===== src/rtl/controlador_dma_if.sv =====
// Memory-side bus of the DMA engine: strobes, word address and data in both
// directions. The master drives the memory; the slave is the memory itself.
interface controlador_dma_if #(
    parameter int ADDR_W = 11,
    parameter int DATA_W = 32
) ();
    logic              MemRead;
    logic              MemWrite;
    logic [ADDR_W-1:0] endereco;
    logic [DATA_W-1:0] writeData;
    logic [DATA_W-1:0] readData;

    modport master (
        output MemRead,
        output MemWrite,
        output endereco,
        output writeData,
        input  readData
    );

    modport slave (
        input  MemRead,
        input  MemWrite,
        input  endereco,
        input  writeData,
        output readData
    );
endinterface


===== src/rtl/controlador_dma.sv =====
// Memory copy/fill engine: one start pulse copies or fills up to 2048 words,
// driving the data memory while busy and pulsing done on normal completion.
module controlador_dma #(
    parameter int ADDR_W = 11,
    parameter int DATA_W = 32
) (
    input  logic                 clock,
    input  logic                 reset_n,
    input  logic                 start,
    input  logic                 modo,
    input  logic [ADDR_W-1:0]    src,
    input  logic [ADDR_W-1:0]    dst,
    input  logic [ADDR_W:0]      len,
    input  logic [DATA_W-1:0]    fillData,
    input  logic                 abort,
    controlador_dma_if.master    mem,
    output logic                 busy,
    output logic                 done,
    output logic [ADDR_W:0]      contador
);

    typedef enum logic [2:0] {
        ST_IDLE  = 3'd0,
        ST_READ  = 3'd1,
        ST_WRITE = 3'd2,
        ST_FILL  = 3'd3,
        ST_FIM   = 3'd4
    } estado_t;

    localparam logic [ADDR_W:0] LEN_MAX = {1'b1, {ADDR_W{1'b0}}};
    localparam logic [ADDR_W:0] ONE_L   = {{ADDR_W{1'b0}}, 1'b1};
    localparam logic [ADDR_W:0] ZERO_L  = {(ADDR_W+1){1'b0}};

    // Word counts above the memory size collapse to a full-memory transfer.
    function automatic logic [ADDR_W:0] sat_len(input logic [ADDR_W:0] l);
        logic [ADDR_W:0] r;
        if (l > LEN_MAX) begin
            r = LEN_MAX;
        end else begin
            r = l;
        end
        return r;
    endfunction

    estado_t             state_r,   state_nxt_s;
    logic                modo_r,    modo_nxt_s;
    logic [ADDR_W-1:0]   src_r,     src_nxt_s;
    logic [ADDR_W-1:0]   dst_r,     dst_nxt_s;
    logic [ADDR_W:0]     len_r,     len_nxt_s;
    logic [DATA_W-1:0]   fill_r,    fill_nxt_s;
    logic [ADDR_W:0]     i_r,       i_nxt_s;
    logic [ADDR_W:0]     cnt_r,     cnt_nxt_s;

    logic                mem_read_r,  mem_read_nxt_s;
    logic                mem_write_r, mem_write_nxt_s;
    logic [ADDR_W-1:0]   endereco_r,  endereco_nxt_s;
    logic [DATA_W-1:0]   wdata_r,     wdata_nxt_s;
    logic                copy_wr_r,   copy_wr_nxt_s;
    logic                busy_r,      busy_nxt_s;
    logic                done_r,      done_nxt_s;
    logic [ADDR_W:0]     len_sat_s;
    logic                last_s;

    assign len_sat_s = sat_len(len);
    assign last_s    = ((i_r + ONE_L) == len_r);

    // Next-state, transfer bookkeeping and next output values.
    always_comb begin
        state_nxt_s = state_r;
        modo_nxt_s  = modo_r;
        src_nxt_s   = src_r;
        dst_nxt_s   = dst_r;
        len_nxt_s   = len_r;
        fill_nxt_s  = fill_r;
        i_nxt_s     = i_r;
        cnt_nxt_s   = cnt_r;

        case (state_r)
            ST_IDLE: begin
                if (start) begin
                    modo_nxt_s = modo;
                    src_nxt_s  = src;
                    dst_nxt_s  = dst;
                    len_nxt_s  = len_sat_s;
                    fill_nxt_s = fillData;
                    i_nxt_s    = ZERO_L;
                    cnt_nxt_s  = ZERO_L;
                    if (len_sat_s == ZERO_L) begin
                        state_nxt_s = ST_FIM;
                    end else if (!modo) begin
                        state_nxt_s = ST_READ;
                    end else begin
                        state_nxt_s = ST_FILL;
                    end
                end else begin
                    state_nxt_s = ST_IDLE;
                end
            end
            ST_READ: begin
                if (abort) begin
                    state_nxt_s = ST_IDLE;
                end else begin
                    state_nxt_s = ST_WRITE;
                end
            end
            ST_WRITE, ST_FILL: begin
                // The write of this cycle is issued even when aborting, so it counts.
                i_nxt_s   = i_r + ONE_L;
                cnt_nxt_s = cnt_r + ONE_L;
                if (abort) begin
                    state_nxt_s = ST_IDLE;
                end else if (last_s) begin
                    state_nxt_s = ST_FIM;
                end else if (state_r == ST_WRITE) begin
                    state_nxt_s = ST_READ;
                end else begin
                    state_nxt_s = ST_FILL;
                end
            end
            ST_FIM: begin
                state_nxt_s = ST_IDLE;
            end
            default: begin
                state_nxt_s = ST_IDLE;
            end
        endcase

        mem_read_nxt_s  = (state_nxt_s == ST_READ);
        mem_write_nxt_s = (state_nxt_s == ST_WRITE) || (state_nxt_s == ST_FILL);
        copy_wr_nxt_s   = (state_nxt_s == ST_WRITE);
        busy_nxt_s      = (state_nxt_s != ST_IDLE);
        done_nxt_s      = (state_nxt_s == ST_FIM);

        if (mem_read_nxt_s) begin
            endereco_nxt_s = src_nxt_s + i_nxt_s[ADDR_W-1:0];
        end else if (mem_write_nxt_s) begin
            endereco_nxt_s = dst_nxt_s + i_nxt_s[ADDR_W-1:0];
        end else begin
            endereco_nxt_s = {ADDR_W{1'b0}};
        end

        if (state_nxt_s == ST_FILL) begin
            wdata_nxt_s = fill_nxt_s;
        end else begin
            wdata_nxt_s = {DATA_W{1'b0}};
        end
    end

    // All state and every output strobe are registers, so reset clears them at once.
    always_ff @(posedge clock or negedge reset_n) begin
        if (!reset_n) begin
            state_r     <= ST_IDLE;
            modo_r      <= 1'b0;
            src_r       <= {ADDR_W{1'b0}};
            dst_r       <= {ADDR_W{1'b0}};
            len_r       <= ZERO_L;
            fill_r      <= {DATA_W{1'b0}};
            i_r         <= ZERO_L;
            cnt_r       <= ZERO_L;
            mem_read_r  <= 1'b0;
            mem_write_r <= 1'b0;
            endereco_r  <= {ADDR_W{1'b0}};
            wdata_r     <= {DATA_W{1'b0}};
            copy_wr_r   <= 1'b0;
            busy_r      <= 1'b0;
            done_r      <= 1'b0;
        end else begin
            state_r     <= state_nxt_s;
            modo_r      <= modo_nxt_s;
            src_r       <= src_nxt_s;
            dst_r       <= dst_nxt_s;
            len_r       <= len_nxt_s;
            fill_r      <= fill_nxt_s;
            i_r         <= i_nxt_s;
            cnt_r       <= cnt_nxt_s;
            mem_read_r  <= mem_read_nxt_s;
            mem_write_r <= mem_write_nxt_s;
            endereco_r  <= endereco_nxt_s;
            wdata_r     <= wdata_nxt_s;
            copy_wr_r   <= copy_wr_nxt_s;
            busy_r      <= busy_nxt_s;
            done_r      <= done_nxt_s;
        end
    end

    // Copy data passes straight from the memory read port to its write port.
    assign mem.MemRead   = mem_read_r;
    assign mem.MemWrite  = mem_write_r;
    assign mem.endereco  = endereco_r;
    assign mem.writeData = copy_wr_r ? mem.readData : wdata_r;
    assign busy          = busy_r;
    assign done          = done_r;
    assign contador      = cnt_r;

endmodule


===== src/flat_wrapper.sv =====
// flat-port wrapper written by rule: the top's interface ports become plain ports
module controlador_dma_flat 
#(
    parameter int ADDR_W = 11,
    parameter int DATA_W = 32
)
  (clock, reset_n, start, modo, src, dst, len, fillData, abort, busy, done, contador, mem_MemRead, mem_MemWrite, mem_endereco, mem_writeData, mem_readData);
  controlador_dma_if #(.ADDR_W(ADDR_W), .DATA_W(DATA_W)) mem_i ();
  input  logic clock;
  input  logic reset_n;
  input  logic start;
  input  logic modo;
  input  logic [ADDR_W-1:0] src;
  input  logic [ADDR_W-1:0] dst;
  input  logic [ADDR_W:0] len;
  input  logic [DATA_W-1:0] fillData;
  input  logic abort;
  output logic busy;
  output logic done;
  output logic [ADDR_W:0] contador;
  output wire logic [$bits(mem_i.MemRead)-1:0] mem_MemRead;
  output wire logic [$bits(mem_i.MemWrite)-1:0] mem_MemWrite;
  output wire logic [$bits(mem_i.endereco)-1:0] mem_endereco;
  output wire logic [$bits(mem_i.writeData)-1:0] mem_writeData;
  input wire logic [$bits(mem_i.readData)-1:0] mem_readData;
  assign mem_MemRead = mem_i.MemRead;
  assign mem_MemWrite = mem_i.MemWrite;
  assign mem_endereco = mem_i.endereco;
  assign mem_writeData = mem_i.writeData;
  assign mem_i.readData = mem_readData;
  controlador_dma #(.ADDR_W(ADDR_W), .DATA_W(DATA_W)) u_core (.clock(clock), .reset_n(reset_n), .start(start), .modo(modo), .src(src), .dst(dst), .len(len), .fillData(fillData), .abort(abort), .mem(mem_i), .busy(busy), .done(done), .contador(contador));
endmodule

===== config.mk =====
export PLATFORM = sky130hd
export DESIGN_NAME = controlador_dma_flat
export DESIGN_NICKNAME = d
export VERILOG_FILES = /design/src/rtl/controlador_dma_if.sv /design/src/rtl/controlador_dma.sv /design/src/flat_wrapper.sv
export SDC_FILE = /design/constraint.sdc
export NUM_CORES = 1
export LEC_CHECK = 0
export CORE_MARGIN = 5
export CORE_UTILIZATION = 54
export CTS_CLUSTER_SIZE = 20
export DETAILED_ROUTE_END_ITERATION = 10
export GPL_TIMING_DRIVEN = 1
export PLACE_DENSITY = 0.85
export SYNTH_ARGS = -nofsm -noshare
export SYNTH_HDL_FRONTEND = slang
export SYNTH_SLANG_ARGS = --single-unit

===== constraint.sdc =====
create_clock -name clock -period 10.2 [get_ports clock]
set_clock_uncertainty 0.05 [all_clocks]
set_input_delay 2.04 -clock clock [delete_from_list [all_inputs] [get_ports clock]]
set_output_delay 2.04 -clock clock [all_outputs]
set_load 0.005 [all_outputs]

# [Word-level counts from Yosys, hierarchy flattened]
# Cells that the tools add are included.
[totals] regBits=141 in_bits=103 output_inout_bits=59 word_cells=60
[op_classes] addsub=4 order_cmp=1 n_eq_ne=9 n_mux=23 n_reduce_logical=8
[ops] cell="$mux 32" n=4
[ops] cell="$mux 11" n=6
[ops] cell="$pmux 12 s2" n=2
[ops] cell="$mux 12" n=3
[ops] cell="$add 12x1->12 const B" n=2
[ops] cell="$add 11x11->11" n=2
[ops] cell="$eq 12x12->1" n=1
[ops] cell="$eq 3x2->1 const B" n=4
[ops] cell="$gt 12x12->1 const B" n=1
[ops] cell="$logic_not 12->1" n=1
[ops] cell="$mux 3" n=4
[ops] cell="$pmux 3 s3" n=1
[ops] cell="$eq 3x1->1 const B" n=2
[ops] cell="$mux 2" n=3
[ops] cell="$reduce_and 2->1" n=2
[ops] cell="$eq 3x3->1 const B" n=1
[ops] cell="$logic_not 3->1" n=1
[ops] cell="$reduce_bool 3->1" n=1
[ops] cell="$ne 2x2->1 const B" n=1
[ops] cell="$reduce_bool 2->1" n=1
[ops] cell="$reduce_or 2->1" n=1
[ops] cell="$logic_or 1x1->1" n=1

# [Longest topological paths before layout]
# Gate-level depths: netlist (run 1).
[depth] ltp_word=10 depth_mapped=16 mapped_depth_nobuf=14

# [Worst setup path after synthesis (run 1)]
# Ideal clock, no wire load.
[synth_path] kind="input-to-reg" startpoint="input start" endpoint="register u_core.endereco_r[9], in the netlist u_core.mem.endereco[9]" t_arrival_ps=4658 required_time_ps=10021 slack_ps=5363 path_stages=14 n_path_buf=2 cell_sequence="nand2b_1 nor3_1 clkbuf_1 clkbuf_1 nand2_1 nand2_1 ha_1 a21oi_1 o21ai_0 a2111o_1 a31o_2 a21oi_1 xor2_1 o22ai_1"
[synth_between] word_cells_on_any_way=16 cone_classes="add/sub: 2; eq/ne: 3; mux: 10; reduce/logical: 1"
[synth_rtl] element="start, declared" line_no="flat_wrapper.sv:11" source="input logic start;"
[synth_rtl] element="$mux 11" line_no="controlador_dma.sv:80" source="if (start) begin"
[synth_rtl] element="$mux 11" line_no="controlador_dma.sv:78" source="case (state_r)"
[synth_rtl] element="named net u_core.src_nxt_s[1]" line_no="controlador_dma.sv:47" source="logic [ADDR_W-1:0] src_r, src_nxt_s;"
[synth_rtl] element="$add 11x11->11" line_no="controlador_dma.sv:135" source="endereco_nxt_s = src_nxt_s + i_nxt_s[ADDR_W-1:0];"
[synth_rtl] element="$mux 11" line_no="controlador_dma.sv:134" source="if (mem_read_nxt_s) begin"
[synth_rtl] element="named net u_core.endereco_nxt_s[9]" line_no="controlador_dma.sv:56" source="logic [ADDR_W-1:0] endereco_r, endereco_nxt_s;"
[synth_rtl] element="end signal, assigned" line_no="controlador_dma.sv:162" source="endereco_r <= {ADDR_W{1'b0}};"
[synth_rtl] element="end signal, assigned" line_no="controlador_dma.sv:178" source="endereco_r <= endereco_nxt_s;"
[synth_rtl] element="end, declared" line_no="controlador_dma.sv:56"
# The timed path passes the listed nets, and every way through them passes these cells. The select of a mux whose other input is x is not followed.
# A chain may end at the register's enable or synchronous reset.

# [Worst setup path after layout (run 1)]
[layout_path] startpoint="input mem_readData[29]" endpoint="output mem_writeData[29]"
[layout_between] elab_chain_len=1
[layout_lines] element="start, declared" line_no="flat_wrapper.sv:25" source="input wire logic [$bits(mem_i.readData)-1:0] mem_readData;"
[layout_lines] element="$mux 32" line_no="controlador_dma.sv:190" source="assign mem.writeData = copy_wr_r ? mem.readData : wdata_r;"
[layout_lines] element="end, declared" line_no="flat_wrapper.sv:24" source="output wire logic [$bits(mem_i.writeData)-1:0] mem_writeData;"
# No other way between the ends.

==> reports/metrics.csv, run 1 <==
metric;value;unit
Post-Layout Cell Count;1040;
io pins;162;
number of port buffers;161;
clock slew at reported path FFs;60;ps
cells on worst reg2reg path;11;
post-route ant nets;0;
Synth Net Count;828;
Post-CTS Hold Buffers;0;
# nets final;982;
CP Launch Type;input pin;
Worst path max stage delay;490;ps
fillers;900;
flop2flop setup slack;6380;ps
Crit path required time;8110;ps
drt wl/cell;17.4;um
Initial Util;55.0;%
FMAX;0.188;GHz
total core area;0.0126;sq mm
Root Buffer;clkbuf_16;
GR Overflow Total;0;
outcome;finished, final reports clean;
DR vias/cell;5.55;
clk_lat worst skew;410;ps
Hold Crit Class;reg2reg;
Most used DFF post-synth;dfrtp_1;
Setup TNS;0;ps
RSZ-0062 raised after global routing;false;
Die Wd;123;um
Final Hold Fails;0;
setup violators final;0;
#FFs+latches synth;141;
EDFF count, synth;0;
Syn Inst Count;701;
worst slew pin tran;1170;ps
Final HPWL DP;12.7;mm
Hold WS;425;ps
Peak supply drop;0.000129;V
Syn Area/Cell;9.90;sq um
H-tree depth;4;
Die ar.;0.0152;sq mm
post_cts resized;0;
DR iter-0 viols;525;
CTS max path bufs;2;
Routability Congestion;0.879;
post-layout min period;5310;ps
final wirelength;18.1;mm
vias in the first global route;5975;
first-pass GRT wire length;29.1;mm
Num CTS Buffers;17;
Power Density;248;mW/mm^2
GRT Total Usage;24.3;%
Crit Path Category;in2out;
initial antenna violation count;0;
antenna cells;0;
layout cells sized above 1;11.9;%
drt first pass iters;5;
Post CTS Setup Buffer Count;0;
Bufs and invs on worst path;2;
clock sink total;141;
Max-Cap Viols;0;
Post-Synthesis Cell Area;0.00694;sq mm
asr flop ratio synth;100;%
Critical Path Sink Type;primary output;
DR vias;5771;
Lkg Pwr;4.26;nW
register area share after synthesis;50.8;%
relative slew slack;21.8;%
crit path max fanout;1;
hold path cells;2;
cell mode on critical path;clkdlybuf4s50_1;
Placed Instances;1008;
largest net degree at the start of global routing;74;
synth warn;0;
stages on the worst setup path;3;
max-slew violations;0;
worst path arrival time;3220;ps
CP max-delay cell;clkdlybuf4s50_1;
Synth cell types;60;
Largest delay share family, worst path;buffers and inverters;
Die Ht;123;um
CTS tree;done;
drt drc;0;
area grow syn2layout;33.6;%
FP Rows;41;
period utilization;52.0;%
worst-path cell chain;clkdlybuf4s50_1 > mux2_2 > clkdlybuf4s50_1;
[flip-flops by register name (all words and copies together), names as in the netlist]
register and flops:
u_core.wdata_r 32, u_core.src_r 11, u_core.mem.MemRead 1, u_core.mem.endereco 11, u_core.len_r 12, u_core.fill_r 32, u_core.copy_wr_r 1, u_core.done 1
u_core.state_r 3, u_core.mem.MemWrite 1, u_core.dst_r 11, u_core.contador 12, u_core.busy 1, u_core.i_r 12
[worst reg2reg max path, delay by kind of cell, from the launching register on]
family                     cells  cell delay (ps)
AOI/OAI and AO/OA              7             1590
adders and majority gates      2              740
DFF                            1              490
and+or+nand+nor                1              670
xor gates and xnor gates       1              140
[path summary, 6_finish.rpt]
kind,start,endpoint
max reg2reg,u_core.state_r[2]$_DFF_PN0_,u_core.mem.endereco[10]$_DFF_PN0_
max,mem_readData[29],mem_writeData[29]
min in group asynchronous,reset_n,u_core.wdata_r[5]$_DFF_PN0_
min reg2reg,u_core.fill_r[15]$_DFF_PN0_,u_core.fill_r[15]$_DFF_PN0_
min,u_core.fill_r[15]$_DFF_PN0_,u_core.fill_r[15]$_DFF_PN0_
max in group asynchronous,reset_n,u_core.fill_r[24]$_DFF_PN0_
[area by class of cell]
cell class | count | area, sq um | area share (%)
Sequential cell | 141 | 3530 | 38.1
Multi-Input combinational cell | 517 | 3210 | 34.6
Timing Repair Buffer | 166 | 1650 | 17.8
Clock buffer | 19 | 433 | 4.67
Tap cell | 172 | 215 | 2.32
Clock inverter | 13 | 189 | 2.04
Inverter | 12 | 45.0 | 0.486
[through the flow]
step	setup slack [ps]	utilization [%]	total power, mW	cell area (sq um)
finish	4890	73.5	2.30	9270
global route	4750	73.5	2.44	9270
CTS	4880	73.5	2.31	9270
detailed placement	4640	68.5	1.64	8650
global placement	4760	68.5	1.60	8650
floorplan	5360	-	1.34	6940
[logic make-up (layout without fill, tap and decap cells)]
kind of cell,after synthesis,count (layout),share of synthesized area (%)
simple gates,284,284,17.4
compound gates,141,141,14.4
xor+xnor,35,35,4.42
flops,141,141,50.8
mux,33,33,5.34
buf+inv,43,210,3.06
fa+ha+maj,24,24,4.54
[cell usage in the layout (no fill, tap or decap), types with 5 or more instances in the layout]
master / count
o31ai_1: 5
ha_1: 22
a21oi_2: 20
clkdlybuf4s50_1: 160
nor2_1: 28
dfrtp_1: 141
nand2_1: 192
o21bai_1: 5
inv_1: 11
nor3_1: 9
a22o_1: 11
clkinvlp_4: 5
mux2_2: 32
clkbuf_16: 17
buf_4: 5
xnor2_1: 22
o22ai_1: 7
o21ai_0: 26
a21oi_1: 31
nand3_1: 20
xor2_1: 13
and3_1: 7
[Yosys cell counts (2+ instances only)]
| cell type | instances | area (sq um) |
|---|---|---|
| nor2_1 | 28 | 105 |
| a21oi_1 | 31 | 155 |
| fa_1 | 2 | 40.0 |
| a31oi_1 | 4 | 25.0 |
| buf_2 | 2 | 10.0 |
| xnor2_1 | 22 | 193 |
| nor2b_1 | 2 | 12.5 |
| mux2_2 | 32 | 360 |
| buf_1 | 7 | 26.3 |
| nand2_1 | 192 | 721 |
| nand3_2 | 2 | 20.0 |
| a21o_1 | 4 | 30.0 |
| o21bai_1 | 5 | 37.5 |
| and3_1 | 7 | 43.8 |
| o211ai_1 | 2 | 15.0 |
| o21ai_0 | 26 | 130 |
| nor3b_1 | 2 | 15.0 |
| nor4_1 | 4 | 25.0 |
| o21a_1 | 3 | 22.5 |
| nor3_1 | 10 | 50.1 |
| o41ai_1 | 2 | 17.5 |
| o22ai_1 | 7 | 43.8 |
| inv_1 | 11 | 41.3 |
| nand2b_1 | 4 | 25.0 |
| a31o_2 | 2 | 17.5 |
| a21oi_2 | 20 | 175 |
| xor2_1 | 13 | 114 |
| o31ai_1 | 5 | 37.5 |
| dfrtp_1 | 141 | 3530 |
| ha_1 | 22 | 275 |
| nand3b_1 | 4 | 30.0 |
| clkbuf_1 | 15 | 56.3 |
| buf_6 | 6 | 67.6 |
| nand3_1 | 21 | 105 |
| o2bb2ai_1 | 4 | 35.0 |
| a22o_1 | 11 | 96.3 |
| nand4_1 | 3 | 18.8 |
[metal layers]
| layer | global-route usage (%) | part of all wire [%] |
|---|---|---|
| met5 | 0 | 0 |
| met4 | 8.65 | 2.0 |
| met3 | 5.40 | 7.0 |
| met2 | 42.0 | 50 |
| met1 | 30.1 | 41 |
[power breakdown]
group	internal [mW]	switching [mW]	total, mW
Combinational	0.374	0.454	0.829
Clock	0.411	0.240	0.651
Sequential	0.736	0.0807	0.817
Total	1.52	0.775	2.30
No activity file was read; power rests on OpenSTA's default activity.
==> run 2, diff against run 1 <==
Settings changed: CORE_UTILIZATION 54 to 50, PLACE_DENSITY 0.85 to 0.8.
Clock period 10.2 ns to 5 ns, I/O delays scaled along.
==> run 2 against run 1 <==
Sequential cell count did not move. Global-route usage fell by 2.0 points. Core utilization fell by 5.5 points. Critical path depth rose by 10. Power rose by 110%. Cell count rose by 0.77%. Worst hold slack barely moved. Die area rose by 7.3%. Sequential power rose by 100%. Non-clock buffer count rose by 2. Critical path type is now in2reg. Critical endpoint is now u_core.mem.endereco[9]$_DFF_PN0_. Largest cell class unchanged. Highest routed layer unchanged.
==> reports/metrics.csv, run 2 (same netlist as run 1, synthesis figures left out) <==
metric;value;unit;change
CP Launch Type;input pin;;
Largest regs;u_core.fill_r x32, u_core.wdata_r x32;;
setup violators final;0;;unchanged
Crit Path Category;in2reg;;
worst slew pin tran;1200;ps;+29.3 ps
DR iter-0 viols;391;;-26%
Power Density;508;mW/mm^2;+110%
Placed Area;0.00869;sq mm;+0.43%
DR vias;5762;;-0.16%
RSZ-0062 raised after global routing;false;;
post-layout min period;4100;ps;
Max-Cap Viols;0;;unchanged
drt wl/cell;17.2;um;-1.1%
Num CTS Buffers;17;;unchanged
vias in the first global route;5812;;-2.7%
fin area;0.00933;sq mm;+0.63%
post-route ant nets;0;;unchanged
Initial Util;50.6;%;-4.4 points
H-tree depth;4;;unchanged
Critical Path Sink Type;flop;;
initial antenna violation count;0;;unchanged
# nets final;984;;+0.20%
worst path arrival time;4320;ps;+1100 ps
Peak supply drop;0.000237;V;+84%
Setup TNS;0;ps;unchanged
commonest non-fill, non-tap cell in the layout;nand2_1;;
Final Hold Fails;0;;unchanged
drt first pass iters;5;;unchanged
Die Ht;128;um;+3.6%
Final HPWL DP;12.8;mm;+0.78%
clock sink total;141;;unchanged
dpl ws;536;ps;-4100 ps
CTS tree;done;;
Lkg Pwr;4.30;nW;+0.96%
Routability Congestion;0.892;;+1.5%
final wirelength;18.0;mm;-0.39%
crit path max fanout;63;;+62
Post-CTS Hold Buffers;0;;unchanged
Bufs and invs on worst path;2;;unchanged
number of port buffers;161;;unchanged
area grow syn2layout;34.4;%;
GRT Total Usage;22.4;%;-2.0 points
final core utilization;68.0;%;-5.5 points
Root Buffer;clkbuf_16;;
Die Wd;128;um;+3.6%
CP max-delay cell;clkdlybuf4s50_1;;
relative slew slack;19.9;%;-2.0 points
outcome;finished, final reports clean;;
GR Overflow Total;0;;unchanged
clock slew at reported path FFs;60;ps;about the same
commonest cells after routing, fill and taps aside;nand2_1 (192), clkdlybuf4s50_1 (160), dfrtp_1 (141);;
Post CTS Setup Buffer Count;0;;unchanged
largest net degree at the start of global routing;102;;+38%
Hold Crit Class;reg2reg;;
CTS max path bufs;2;;unchanged
FMAX;0.244;GHz;
Largest delay share family, worst path;compound AO/OA/AOI/OAI gates;;
DR vias/cell;5.50;;-0.92%
clk_lat worst skew;420;ps;about the same
worst-path cell chain;clkdlybuf4s50_1 > nand2b_1 > nor3_2 > buf_12 > nand2_1 > nand2_1 > ha_1 > o21a_1 > a2111o_1 > a31o_2 > a21oi_1 > xor2_1 > o22ai_1;;
Worst path max stage delay;560;ps;+70 ps
drt drc;0;;unchanged
layout cells sized above 1;12.1;%;+0.23 points
cell mode on critical path;nand2_1;;
period utilization;81.9;%;
Crit path required time;5220;ps;-2890 ps
antenna cells;0;;unchanged
post_cts resized;0;;unchanged
max-slew violations;0;;unchanged
total core area;0.0137;sq mm;+8.7%
io pins;162;;unchanged
Worst Setup Slack, final;903;ps;-3990 ps
Hold WS;425;ps;+0.181 ps
FP Rows;43;;+4.9%
Die ar.;0.0163;sq mm;+7.3%
first-pass GRT wire length;29.3;mm;+0.71%
## run 2: cell types whose count changed in the layout (fill, tap and decap cells not counted)
cell,before,now
clkinv_4,0,1
clkbuf_8,0,2
clkinv_2,1,3
inv_6,3,1
clkbuf_1,2,0
bufinv_16,4,5
buf_4,5,6
clkinvlp_4,5,1
buf_12,0,1
## run 2: worst register-to-register path, delay by kind of cell, from the launching register on
family / cells / cell delay [ps]
AO/OA/AOI/OAI: 7 / 1630
adder cells (fa/ha/maj): 1 / 350
XOR/XNOR: 1 / 140
buffers and inverters: 1 / 120
AND/OR/NAND/NOR: 2 / 710
flip-flops: 1 / 420
## run 2: worst paths after layout
check / startpoint / endpoint / slack, ps / depth (start not counted)
setup reg to reg: u_core.state_r[1]$_DFF_PN0_ / u_core.mem.endereco[10]$_DFF_PN0_ / 1450 / 12
max in group asynchronous: reset_n / u_core.fill_r[11]$_DFF_PN0_ / 3180 / 2
hold reg to reg: u_core.fill_r[0]$_DFF_PN0_ / u_core.fill_r[0]$_DFF_PN0_ / 430 / 2
min in group asynchronous: reset_n / u_core.contador[9]$_DFFE_PN0P_ / 660 / 1
setup / recovery: start / u_core.mem.endereco[9]$_DFF_PN0_ / 900 / 13
hold / removal: u_core.fill_r[0]$_DFF_PN0_ / u_core.fill_r[0]$_DFF_PN0_ / 430 / 2
## run 2: routing by layer
metal  wire (um)  global-route usage [%]
met1        7730                    29.0
met2        8750                    36.6
met3        1170                    5.42
met4         350                    8.30
met5           0                       0
## run 2: area by class of cell
type	count	area, sq um
multi-input combinational	517	3210
timing repair buffer	168	1680
clock buffer	19	453
sequential	141	3530
clock inverter	11	190
tap	180	225
fill	1039	4390
inverter	12	45.0
## run 2: through the flow
step / std cells / total power [mW]
after floorplan: 701 / 2.73
after global placement: 1018 / 3.29
after detailed placement: 1018 / 3.37
after CTS: 1048 / 4.76
after global routing: 1048 / 5.02
final: 1048 / 4.74
## run 2: power by group
group / internal (mW) / total (mW) / switching, mW
Combinational: 0.776 / 1.70 / 0.923
Sequential: 1.50 / 1.67 / 0.170
Clock: 0.905 / 1.37 / 0.464
Total: 3.18 / 4.74 / 1.56
